===== src/rtl/tt_um_unsigned_multiplier_seq_if.sv =====
// Request/result bundle for the sequential shift-add multiplier.
// master drives operands and start; slave returns product, busy and done.
interface tt_um_unsigned_multiplier_seq_if #(
  parameter int unsigned WIDTH = 8
);
  logic                 start;
  logic [WIDTH-1:0]     multiplicand;
  logic [WIDTH-1:0]     multiplier;
  logic [WIDTH-1:0]     addend;
  logic [2*WIDTH-1:0]   product;
  logic                 busy;
  logic                 done;

  modport master (
    output start,
    output multiplicand,
    output multiplier,
    output addend,
    input  product,
    input  busy,
    input  done
  );

  modport slave (
    input  start,
    input  multiplicand,
    input  multiplier,
    input  addend,
    output product,
    output busy,
    output done
  );
endinterface


===== src/rtl/tt_um_unsigned_multiplier_seq.sv =====
// LSB-first shift-add multiplier: WIDTH RUN cycles, then a one-cycle DONE pulse.
// Define MULT_ADDEND_EN to preload the accumulator with addend (product = A*B + addend).
module tt_um_unsigned_multiplier_seq #(
  parameter int unsigned WIDTH = 8
) (
  input logic                          clk,
  input logic                          rst,
  tt_um_unsigned_multiplier_seq_if.slave bus
);

  localparam int unsigned CntW = $clog2(WIDTH + 1);

  typedef enum logic [1:0] {
    StIdle,
    StRun,
    StDone
  } state_e;

  state_e               state_q, state_d;
  logic [2*WIDTH-1:0]   mcand_q, mcand_d;
  logic [WIDTH-1:0]     mplier_q, mplier_d;
  logic [2*WIDTH-1:0]   acc_q, acc_d;
  logic [2*WIDTH-1:0]   product_q, product_d;
  logic [CntW-1:0]      cnt_q, cnt_d;

  logic [2*WIDTH-1:0]   preload;
  logic [2*WIDTH-1:0]   acc_sum;
  logic                 last_iter;

`ifdef MULT_ADDEND_EN
  assign preload = {{WIDTH{1'b0}}, bus.addend};
`else
  // Port kept for a uniform pinout; value is deliberately discarded.
  logic unused_addend;
  assign unused_addend = ^bus.addend;
  assign preload       = '0;
`endif

  assign acc_sum   = mplier_q[0] ? (acc_q + mcand_q) : acc_q;
  assign last_iter = (cnt_q == CntW'(WIDTH - 1));

  always_comb begin
    state_d   = state_q;
    mcand_d   = mcand_q;
    mplier_d  = mplier_q;
    acc_d     = acc_q;
    product_d = product_q;
    cnt_d     = cnt_q;

    unique case (state_q)
      StIdle: begin
        if (bus.start) begin
          state_d  = StRun;
          mcand_d  = {{WIDTH{1'b0}}, bus.multiplicand};
          mplier_d = bus.multiplier;
          acc_d    = preload;
          cnt_d    = '0;
        end
      end
      StRun: begin
        acc_d    = acc_sum;
        mcand_d  = mcand_q << 1;
        mplier_d = mplier_q >> 1;
        cnt_d    = cnt_q + 1'b1;
        // Fixed iteration count: no early exit on small multipliers.
        if (last_iter) begin
          product_d = acc_sum;
          state_d   = StDone;
        end
      end
      StDone: begin
        state_d = StIdle;
      end
      default: begin
        state_d = StIdle;
      end
    endcase
  end

  always_ff @(posedge clk or posedge rst) begin
    if (rst) begin
      state_q   <= StIdle;
      mcand_q   <= '0;
      mplier_q  <= '0;
      acc_q     <= '0;
      product_q <= '0;
      cnt_q     <= '0;
    end else begin
      state_q   <= state_d;
      mcand_q   <= mcand_d;
      mplier_q  <= mplier_d;
      acc_q     <= acc_d;
      product_q <= product_d;
      cnt_q     <= cnt_d;
    end
  end

  assign bus.product = product_q;
  assign bus.busy    = (state_q != StIdle);
  assign bus.done    = (state_q == StDone);

endmodule

===== src/flat_wrapper.sv =====
// flat-port wrapper written by rule: the top's interface ports become plain ports
module tt_um_unsigned_multiplier_seq_flat 
#(
  parameter int unsigned WIDTH = 8
)
  (clk, rst, bus_start, bus_multiplicand, bus_multiplier, bus_addend, bus_product, bus_busy, bus_done);
  tt_um_unsigned_multiplier_seq_if #(.WIDTH(WIDTH)) bus_i ();
  input logic clk;
  input logic rst;
  input wire logic [$bits(bus_i.start)-1:0] bus_start;
  input wire logic [$bits(bus_i.multiplicand)-1:0] bus_multiplicand;
  input wire logic [$bits(bus_i.multiplier)-1:0] bus_multiplier;
  input wire logic [$bits(bus_i.addend)-1:0] bus_addend;
  output wire logic [$bits(bus_i.product)-1:0] bus_product;
  output wire logic [$bits(bus_i.busy)-1:0] bus_busy;
  output wire logic [$bits(bus_i.done)-1:0] bus_done;
  assign bus_i.start = bus_start;
  assign bus_i.multiplicand = bus_multiplicand;
  assign bus_i.multiplier = bus_multiplier;
  assign bus_i.addend = bus_addend;
  assign bus_product = bus_i.product;
  assign bus_busy = bus_i.busy;
  assign bus_done = bus_i.done;
  tt_um_unsigned_multiplier_seq #(.WIDTH(WIDTH)) u_core (.clk(clk), .rst(rst), .bus(bus_i));
endmodule

===== config.mk =====
export PLATFORM = sky130hd
export DESIGN_NAME = tt_um_unsigned_multiplier_seq_flat
export DESIGN_NICKNAME = d
export VERILOG_FILES = /design/src/rtl/tt_um_unsigned_multiplier_seq_if.sv /design/src/rtl/tt_um_unsigned_multiplier_seq.sv /design/src/flat_wrapper.sv
export SDC_FILE = /design/constraint.sdc
export NUM_CORES = 1
export LEC_CHECK = 0
export ABC_AREA = 1
export BUFFER_PORTS_ARGS = -buffer_cell sky130_fd_sc_hd__buf_2
export CORE_MARGIN = 2
export CORE_UTILIZATION = 55
export DETAILED_ROUTE_END_ITERATION = 10
export GPL_TIMING_DRIVEN = 0
export PLACE_DENSITY = 0.78
export RECOVER_POWER = 25
export SLEW_MARGIN = 20
export SYNTH_ARGS = -nofsm -noshare
export SYNTH_HDL_FRONTEND = slang
export SYNTH_SLANG_ARGS = --single-unit

===== constraint.sdc =====
create_clock -name clk -period 2.5 [get_ports clk]
set_clock_uncertainty 0.1 [all_clocks]
set_input_delay 0.25 -clock clk [delete_from_list [all_inputs] [get_ports clk]]
set_output_delay 0.25 -clock clk [all_outputs]
set_load 0.03 [all_outputs]

**After elaboration in Yosys (flattened, before gate mapping)**

Cells that the tools add are included.

- Output and inout port bits: 18
- Flip-flop bits (word level): 62

- Equality and inequality tests: 5
- Reductions and logical operators: 6
- Multiplexer cells: 12
- Add/sub/neg operators: 2

Operator list:

| kind | count |
|---|---|
| 16-bit case mux with 2 select lines | 2 |
| 16-bit two-way mux | 3 |
| 16-bit adder | 1 |
| 8-bit case mux with 2 select lines | 1 |
| 8-bit two-way mux | 1 |
| 4-bit case mux with 2 select lines | 1 |
| 2-bit AND reduction | 3 |
| 4-bit by 1-bit adder with 4-bit output (second input constant) | 1 |
| 4-bit by 3-bit equality test with 1-bit output (second input constant) | 1 |
| 2-bit two-way mux | 2 |
| 4-bit two-way mux | 1 |
| 2-bit case mux with 2 select lines | 1 |
| 2-bit nonzero test | 2 |
| 2-bit by 1-bit equality test with 1-bit output (second input constant) | 1 |
| 2-bit equality test (second input constant) | 1 |
| 2-bit zero test | 1 |
| 2-bit by 1-bit != test with 1-bit output (second input constant) | 1 |
| 2-bit != test (second input constant) | 1 |

**Depth between registers and ports, before layout**

Gate-level depths: netlist of run 1.

- Depth after elaboration: 3
- Mapped depth: 12
- Gate-level depth less buffers: 12

**Worst setup path after synthesis of run 1**

OpenSTA, ideal clock, no wires.

- Path type: reg-to-reg
- Start: register u_core.acc_q[0]
- End: register u_core.acc_q[8]
- Cell stages (with the launch flop): 12
- Library setup time: 0.117 ns
- Setup slack: 0.634 ns
- Clock period less this slack: 1.866 ns
- Arrival: 1.648 ns
- Buffers on the path: 0
- Data required time: 2.283 ns
- Cell sequence: dfrtp_1 > ha_1 > fa_1 > nand2_1 > nand2_1 > and2_1 > nand2_1 > nand2_1 > xnor2_1 > nand2_1 > nand3_1 > nand2_1

- Longest elaborated chain between the ends: 3

RTL lines:

| what | line | RTL |
|---|---|---|
| start: declaration | tt_um_unsigned_multiplier_seq.sv:22 | `logic [2*WIDTH-1:0] acc_q, acc_d;` |
| start signal: assignment | tt_um_unsigned_multiplier_seq.sv:85 | `acc_q <= '0;` |
| start signal: assignment | tt_um_unsigned_multiplier_seq.sv:92 | `acc_q <= acc_d;` |
| 16-bit adder | tt_um_unsigned_multiplier_seq.sv:39 | `assign acc_sum = mplier_q[0] ? (acc_q + mcand_q) : acc_q;` |
| 16-bit two-way mux | tt_um_unsigned_multiplier_seq.sv:39 |  |
| 16-bit case mux with 2 select lines | tt_um_unsigned_multiplier_seq.sv:50 | `unique case (state_q)` |

Every way passes these cells.
A chain may end at the register's enable or synchronous reset.

**Worst setup path after layout of run 1**

Ends and elaborated chain as after synthesis.

==> impl_metrics.env, run 1 <==
export IMPL_cts_tree="done"
export IMPL_startpoint="u_core.acc_q[0]$_DFFE_PP0P_"
export IMPL_hold_ws_ns=-0.0005976
export IMPL_final_setup_tns_ns=0
export IMPL_gp_congestion=0.8907
export IMPL_via_count=3153
export IMPL_setup_viol=0
export IMPL_rsz0062_at_grt="false"
export IMPL_clkTransAtPathRegs_ns=0.07
export IMPL_synth_cell_area_sq_um=3535
export IMPL_dpl_cell_count=582
export IMPL_clock_latency_ns=0.35
export IMPL_grt_overflow_total=0
export IMPL_ioPinCount=45
export IMPL_rows=29
export IMPL_reg2regPathDepth=11
export IMPL_slew_headroom_pct=43.00
export IMPL_cp_end_kind="register"
export IMPL_detail_route_antenna_nets=0
export IMPL_root_buffer="clkbuf_8"
export IMPL_drive_above_1_share_pct=15.13
export IMPL_postSynthAreaPerCell_sq_um=7.553
export IMPL_violations="negative hold slack"
export IMPL_antenna_cells=0
export IMPL_place_hpwl_mm=6.125
export IMPL_yosys_warnings=0
export IMPL_syn_num_nets=512
export IMPL_nets=561
export IMPL_area_growth_pct=14.09
export IMPL_setup_worst_path_end="u_core.acc_q[8]$_DFFE_PP0P_"
export IMPL_core_sq_um=6277
export IMPL_grt_pass1_vias=2972
export IMPL_finalCritPeriodShare_pct=84.41
export IMPL_yosysUniqueCellTypes=33
export IMPL_synth_cells=468
export IMPL_viasPerCell=5.264
export IMPL_max_freq_ghz=0.4739
export IMPL_drv_cap=0
export IMPL_min_period_ns=2.110
export IMPL_ir_worst_vdd_uv=678.1
export IMPL_die_area_sq_um=7084
export IMPL_worst_slew_pin_slew_ns=0.8504
export IMPL_final_core_util_pct=64.24
export IMPL_grt_pass1_wl_mm=13.94
export IMPL_reg2reg_slack_ns=0.39
export IMPL_drt_iter0_drc=248
export IMPL_die_x_um=84.17
export IMPL_p_per_area_nw_per_um2=1523
export IMPL_ys_ff_latch=62
export IMPL_clockBufferDepth=2
export IMPL_fin_cells=599
export IMPL_die_h_um=84.17
export IMPL_hold_class="in2reg"
export IMPL_min_path_cells=3
export IMPL_post_cts_resized=0
export IMPL_post_drt_wl_per_cell_um=13.72
export IMPL_grt_usage_pct=25.20
export IMPL_hold_viol_final=1
export IMPL_grt_max_degree=47
export IMPL_required_ns=2.64
export IMPL_crit_fanout=3
export IMPL_clock_sinks=62
export IMPL_synth_seq_area_share_pct=43.89
export IMPL_r2r_end="u_core.acc_q[8]$_DFFE_PP0P_"
export IMPL_crit_arrival_ns=2.25
export IMPL_drcViolationCount=0
export IMPL_power_mw=6.143
export IMPL_htreeDepth=3
export IMPL_initial_utilization_pct=56.31
export IMPL_antenna_found_initial=0
export IMPL_synth_async_reset_ratio_pct=100.0
export IMPL_ys_flop_type="dfrtp_1"
export IMPL_setup_ws_ns=0.3896
export IMPL_dp_slack_ns=0.4097
export IMPL_cts_buffers=9
export IMPL_first_pass_iters=5
export IMPL_worstSetupPathType="reg2reg"
export IMPL_io_buffers=36
export IMPL_status="finished, violations left"
export IMPL_p_leak_nw=2.227
export IMPL_finalMaxSlewViolations=0
export IMPL_startpoint_type="register"
export IMPL_wl_mm=8.216
export IMPL_reg2reg_from="u_core.acc_q[0]$_DFFE_PP0P_"
export IMPL_synth_edf_count=0
[timing repair]
item,CTS,global route
endpoints found under the setup margin,0,0
buffers inserted,0,0
hold endpoints to repair,16,0
hold buffers,1,0
[per-stage QoR]
step / instance area [sq um] / hold WS, ns
after global placement: 3811 / 0.3522
after global routing: 4033 / 0.01018
after floorplan: 3535 / 0.2668
final: 4033 / -0.0005976
after detailed placement: 3841 / 0.1059
after CTS: 4034 / 0.0007677
[metal layers]
metal	part of all wire, %	GRT usage [%]
met1	45	32.56
met3	4.6	6.195
met5	0	0
met4	2.1	10.41
met2	48	40.76
[flip-flops by register name, indices dropped and copies added (netlist names)]
register and count:
u_core.cnt_q 4, u_core.bus.product 16, u_core.mplier_q 8, u_core.mcand_q 16, u_core.state_q 2, u_core.acc_q 16
[cells in the final DEF (no fill, tap or decap), types with 2 or more instances in the layout]
cell type / count
ha_1: 16
inv_2: 4
a22oi_1: 4
nand4_1: 2
o211ai_1: 4
o22ai_1: 12
nor2_1: 19
clkinv_2: 2
o21ai_1: 9
nand3_1: 40
clkbuf_8: 9
dfrtp_1: 62
xnor2_1: 3
o221ai_1: 2
nor3_1: 3
o21ai_0: 14
buf_2: 44
nand2_1: 166
nand3b_1: 2
buf_6: 2
nor2_4: 2
inv_1: 62
a21oi_1: 10
clkbuf_1: 5
or2_2: 9
[worst min-delay path by stage]
stage,start,end,slack (ns)
after CTS,bus_multiplier[4],u_core.mplier_q[4]$_DFFE_PP0P_,0.0008
after floorplan,bus_multiplier[4],u_core.mplier_q[4]$_DFFE_PP0P_,0.27
after global routing,bus_multiplicand[6],u_core.mcand_q[6]$_DFFE_PP0P_,0.01
after detailed placement,rst,u_core.state_q[0]$_DFFE_PP0P_,0.11
after global placement,bus_multiplier[5],u_core.mplier_q[5]$_DFFE_PP0P_,0.35
final,bus_multiplier[4],u_core.mplier_q[4]$_DFFE_PP0P_,-0.0006
[cell type report]
class	instances	area (sq um)
repair buffers	38	217.7
inverters	67	252.7
well taps	77	96.34
multi-input cells	325	1650
flip-flops and latches	62	1551
fillers	552	2245
clock inverters	4	47.55
plain buffers	14	81.33
clock buffers	12	135.1
[Yosys cell counts, types with 3 or more instances]
cell      count  area [sq um]
buf_2         8         40.04
nand3_1      40         200.2
xnor2_1       3         26.28
nor3_1        3         15.01
inv_1        63         236.5
nand2_1     166         623.1
o211ai_1      4         30.03
o21ai_0      14         70.07
ha_1         16         200.2
dfrtp_1      62          1551
nor2_1       19         71.32
or2_2         9         56.30
a21oi_1      10         50.05
inv_2         4         15.01
o21ai_1       9         45.04
o22ai_1      12         75.07
a22oi_1       4         30.03
[cells by family (layout without fill, tap and decap cells)]
group / count (synthesis) / after routing / synth area share [%]
AOI/OAI and AO/OA: 56 / 56 / 9.239
xor gates and xnor gates: 4 / 4 / 0.9913
adders and majority gates: 17 / 17 / 6.230
buffers and inverters: 81 / 135 / 9.416
DFF: 62 / 62 / 43.89
muxes: 1 / 1 / 0.2832
and+or+nand+nor: 247 / 247 / 29.95
[worst max-delay path, cell delays in order, from the launching register on]
cell	delay (ns)
dfrtp_1	0.38
ha_1	0.22
fa_1	0.40
nand2_1	0.09
nand2_1	0.08
and2_1	0.20
nand2_1	0.08
nand2_1	0.06
xnor2_1	0.13
nand2_1	0.09
nand3_1	0.10
nand2_1	0.05
[where the power goes]
group | total (mW) | internal (mW) | switching, mW
logic | 3.51 | 1.26 | 2.25
clock network | 0.853 | 0.458 | 0.395
registers | 1.78 | 1.46 | 0.319
Note: power is estimated with default switching activity, not from simulation.
==> inputs of run 2 (changes only) <==
Settings changed: ABC_AREA 1 to 0, PLACE_DENSITY 0.78 to 0.79.
Clock period 2.5 ns to 1.95 ns, I/O delays scaled along.
==> impl_metrics.env, run 2 <==
export IMPL_antenna_cells=0
export IMPL_hold_class="in2reg"
export IMPL_layout_commonest_cell="dfrtp_1"
export IMPL_hold_ws_ns=0.02486
export IMPL_drt_iter0_drc=190
export IMPL_worstSetupPathType="reg2reg"
export IMPL_grt_pass1_vias=2985
export IMPL_wl_mm=9.212
export IMPL_rsz0062_at_grt="true"
export IMPL_drv_cap=0
export IMPL_ys_ff_latch=62
export IMPL_nets=471
export IMPL_gp_congestion=0.8228
export IMPL_clock_sinks=62
export IMPL_max_freq_ghz=0.4192
export IMPL_ys_flop_type="dfrtp_1"
export IMPL_ioPinCount=45
export IMPL_grt_overflow_total=0
export IMPL_clkTransAtPathRegs_ns=0.07
export IMPL_startpoint_type="register"
export IMPL_crit_arrival_ns=2.52
export IMPL_finalMaxSlewViolations=0
export IMPL_viasPerCell=5.986
export IMPL_grt_max_degree=42
export IMPL_place_hpwl_mm=5.744
export IMPL_finalCritPeriodShare_pct=122.3
export IMPL_worst_slew_pin_slew_ns=0.9968
export IMPL_p_leak_nw=2.096
export IMPL_grt_pass1_wl_mm=14.33
export IMPL_p_per_area_nw_per_um2=1634
export IMPL_setup_viol=25
export IMPL_power_mw=7.234
export IMPL_rows=28
export IMPL_post_synth_top_area_cell="dfrtp_1"
export IMPL_drive_above_1_share_pct=31.93
export IMPL_path_delay_family="compound AO/OA/AOI/OAI gates"
export IMPL_status="finished, violations left"
export IMPL_synth_common_cells="dfrtp_1, o21ai_0, nand2_1"
export IMPL_drcViolationCount=0
export IMPL_place_area_sq_um=3825
export IMPL_crit_fanout=4
export IMPL_postSynthAreaPerCell_sq_um=9.894
export IMPL_die_h_um=82.90
export IMPL_required_ns=2.08
export IMPL_cts_buffers=9
export IMPL_synthTopCellsByArea="dfrtp_1, ha_1, o21ai_0"
export IMPL_violations="negative setup slack"
export IMPL_synth_cells=346
export IMPL_min_period_ns=2.385
export IMPL_detail_route_antenna_nets=0
export IMPL_hold_viol_final=0
export IMPL_io_buffers=36
export IMPL_post_drt_wl_per_cell_um=18.28
export IMPL_slowest_delay_ns=0.40
export IMPL_synth_edf_count=0
export IMPL_synth_most_common_cell="dfrtp_1"
export IMPL_clock_latency_ns=0.35
export IMPL_root_buffer="clkbuf_8"
export IMPL_yosys_area_top_type_share_pct=45.32
export IMPL_crit_chain="ha_2, fa_2, a21oi_4, o21ai_2, a21oi_4, o21ai_2, a221oi_2, mux2i_1, nand2_1"
export IMPL_cts_tree="done"
export IMPL_synth_cell_area_sq_um=3423
export IMPL_syn_num_nets=390
export IMPL_final_area_sq_um=4427
export IMPL_setup_ws_ns=-0.4353
export IMPL_cp_end_kind="register"
export IMPL_clockBufferDepth=2
export IMPL_antenna_found_initial=0
export IMPL_via_count=3017
export IMPL_initial_utilization_pct=57.48
export IMPL_slew_headroom_pct=33.18
export IMPL_die_area_sq_um=6872
export IMPL_synth_seq_area_share_pct=45.32
export IMPL_mostFrequentLayoutCells="dfrtp_1, buf_2, nand2_1"
export IMPL_yosysUniqueCellTypes=44
export IMPL_dp_slack_ns=-0.5612
export IMPL_first_pass_iters=5
export IMPL_yosys_warnings=0
export IMPL_ir_worst_vdd_uv=892.9
export IMPL_final_core_util_pct=74.33
export IMPL_grt_usage_pct=25.93
export IMPL_synth_async_reset_ratio_pct=100.0
export IMPL_htreeDepth=3
export IMPL_cp_num_buf_inv=0
export IMPL_slowest_stage="dfrtp_1"
export IMPL_core_sq_um=5956
export IMPL_area_growth_pct=29.31
export IMPL_die_x_um=82.90
[run 2: layout make-up]
type | instances | area (sq um)
well taps | 75 | 93.84
multi-input cells | 258 | 2039
clock inverters | 2 | 10.01
inverters | 6 | 23.77
fillers | 396 | 1529
repair buffers | 72 | 467.9
flip-flops and latches | 62 | 1555
clock buffers | 11 | 151.4
plain buffers | 18 | 85.08
[run 2: timing repair]
item | CTS | global route
endpoints found under the setup margin | 28 | 27
pin swaps | 29 | 25
endpoints found under the hold margin | 21 | 0
buffers inserted | 25 | 9
hold buffers | 1 | 0
gates resized for setup | 36 | 20
[run 2: report_power, final]
part | internal (mW) | leakage (nW) | switching [mW]
Sequential | 1.80 | 0.820 | 0.440
Clock | 0.505 | 0.0869 | 0.497
Combinational | 1.74 | 1.19 | 2.26
Total | 4.04 | 2.10 | 3.19
[run 2: cell families after synthesis]
group	synth area share (%)
compound gates	24.78
simple gates	12.32
flops	45.32
buf+inv	3.070
fa+ha+maj	6.433
mux	4.495
xor+xnor	3.582
[run 2: final timing paths]
check | startpoint | to | slack, ns | depth (start not counted)
max | u_core.mcand_q[0]$_DFFE_PP0P_ | u_core.bus.product[14]$_DFFE_PP0P_ | -0.44 | 9
min | bus_multiplicand[5] | u_core.mcand_q[5]$_DFFE_PP0P_ | 0.02 | 3
max reg2reg | u_core.mcand_q[0]$_DFFE_PP0P_ | u_core.bus.product[14]$_DFFE_PP0P_ | -0.44 | 9
min reg2reg | u_core.bus.product[6]$_DFFE_PP0P_ | u_core.bus.product[6]$_DFFE_PP0P_ | 0.38 | 2
max in group asynchronous | rst | u_core.mcand_q[10]$_DFFE_PP0P_ | 0.19 | 4
min in group asynchronous | rst | u_core.mplier_q[7]$_DFFE_PP0P_ | 0.45 | 3
[run 2: per-layer routing]
metal,wire [um],part of all wire [%],GRT usage (%),up-vias
met3,466,5.1,5.268,18
met5,0,0,0,-
met2,4576,50,42.45,109
met4,226,2.5,10.13,0
li1,-,-,-,1409
met1,3942,43,33.92,1481
[run 2: worst min-delay path, cell delays in order]
cell and delay, ns:
buf_2 0.07, a21oi_1 0.04, o21ai_0 0.13
[run 2: metrics by stage]
| step | TNS (ns) | cells |
|---|---|---|
| 2_1_floorplan | -1.631 | 346 |
| 3_3_place_gp | -46.26 | 457 |
| 3_5_place_dp | -6.317 | 458 |
| 4_1_cts | -5.649 | 496 |
| 5_1_grt | -12.21 | 504 |
| 6_report | -6.663 | 504 |
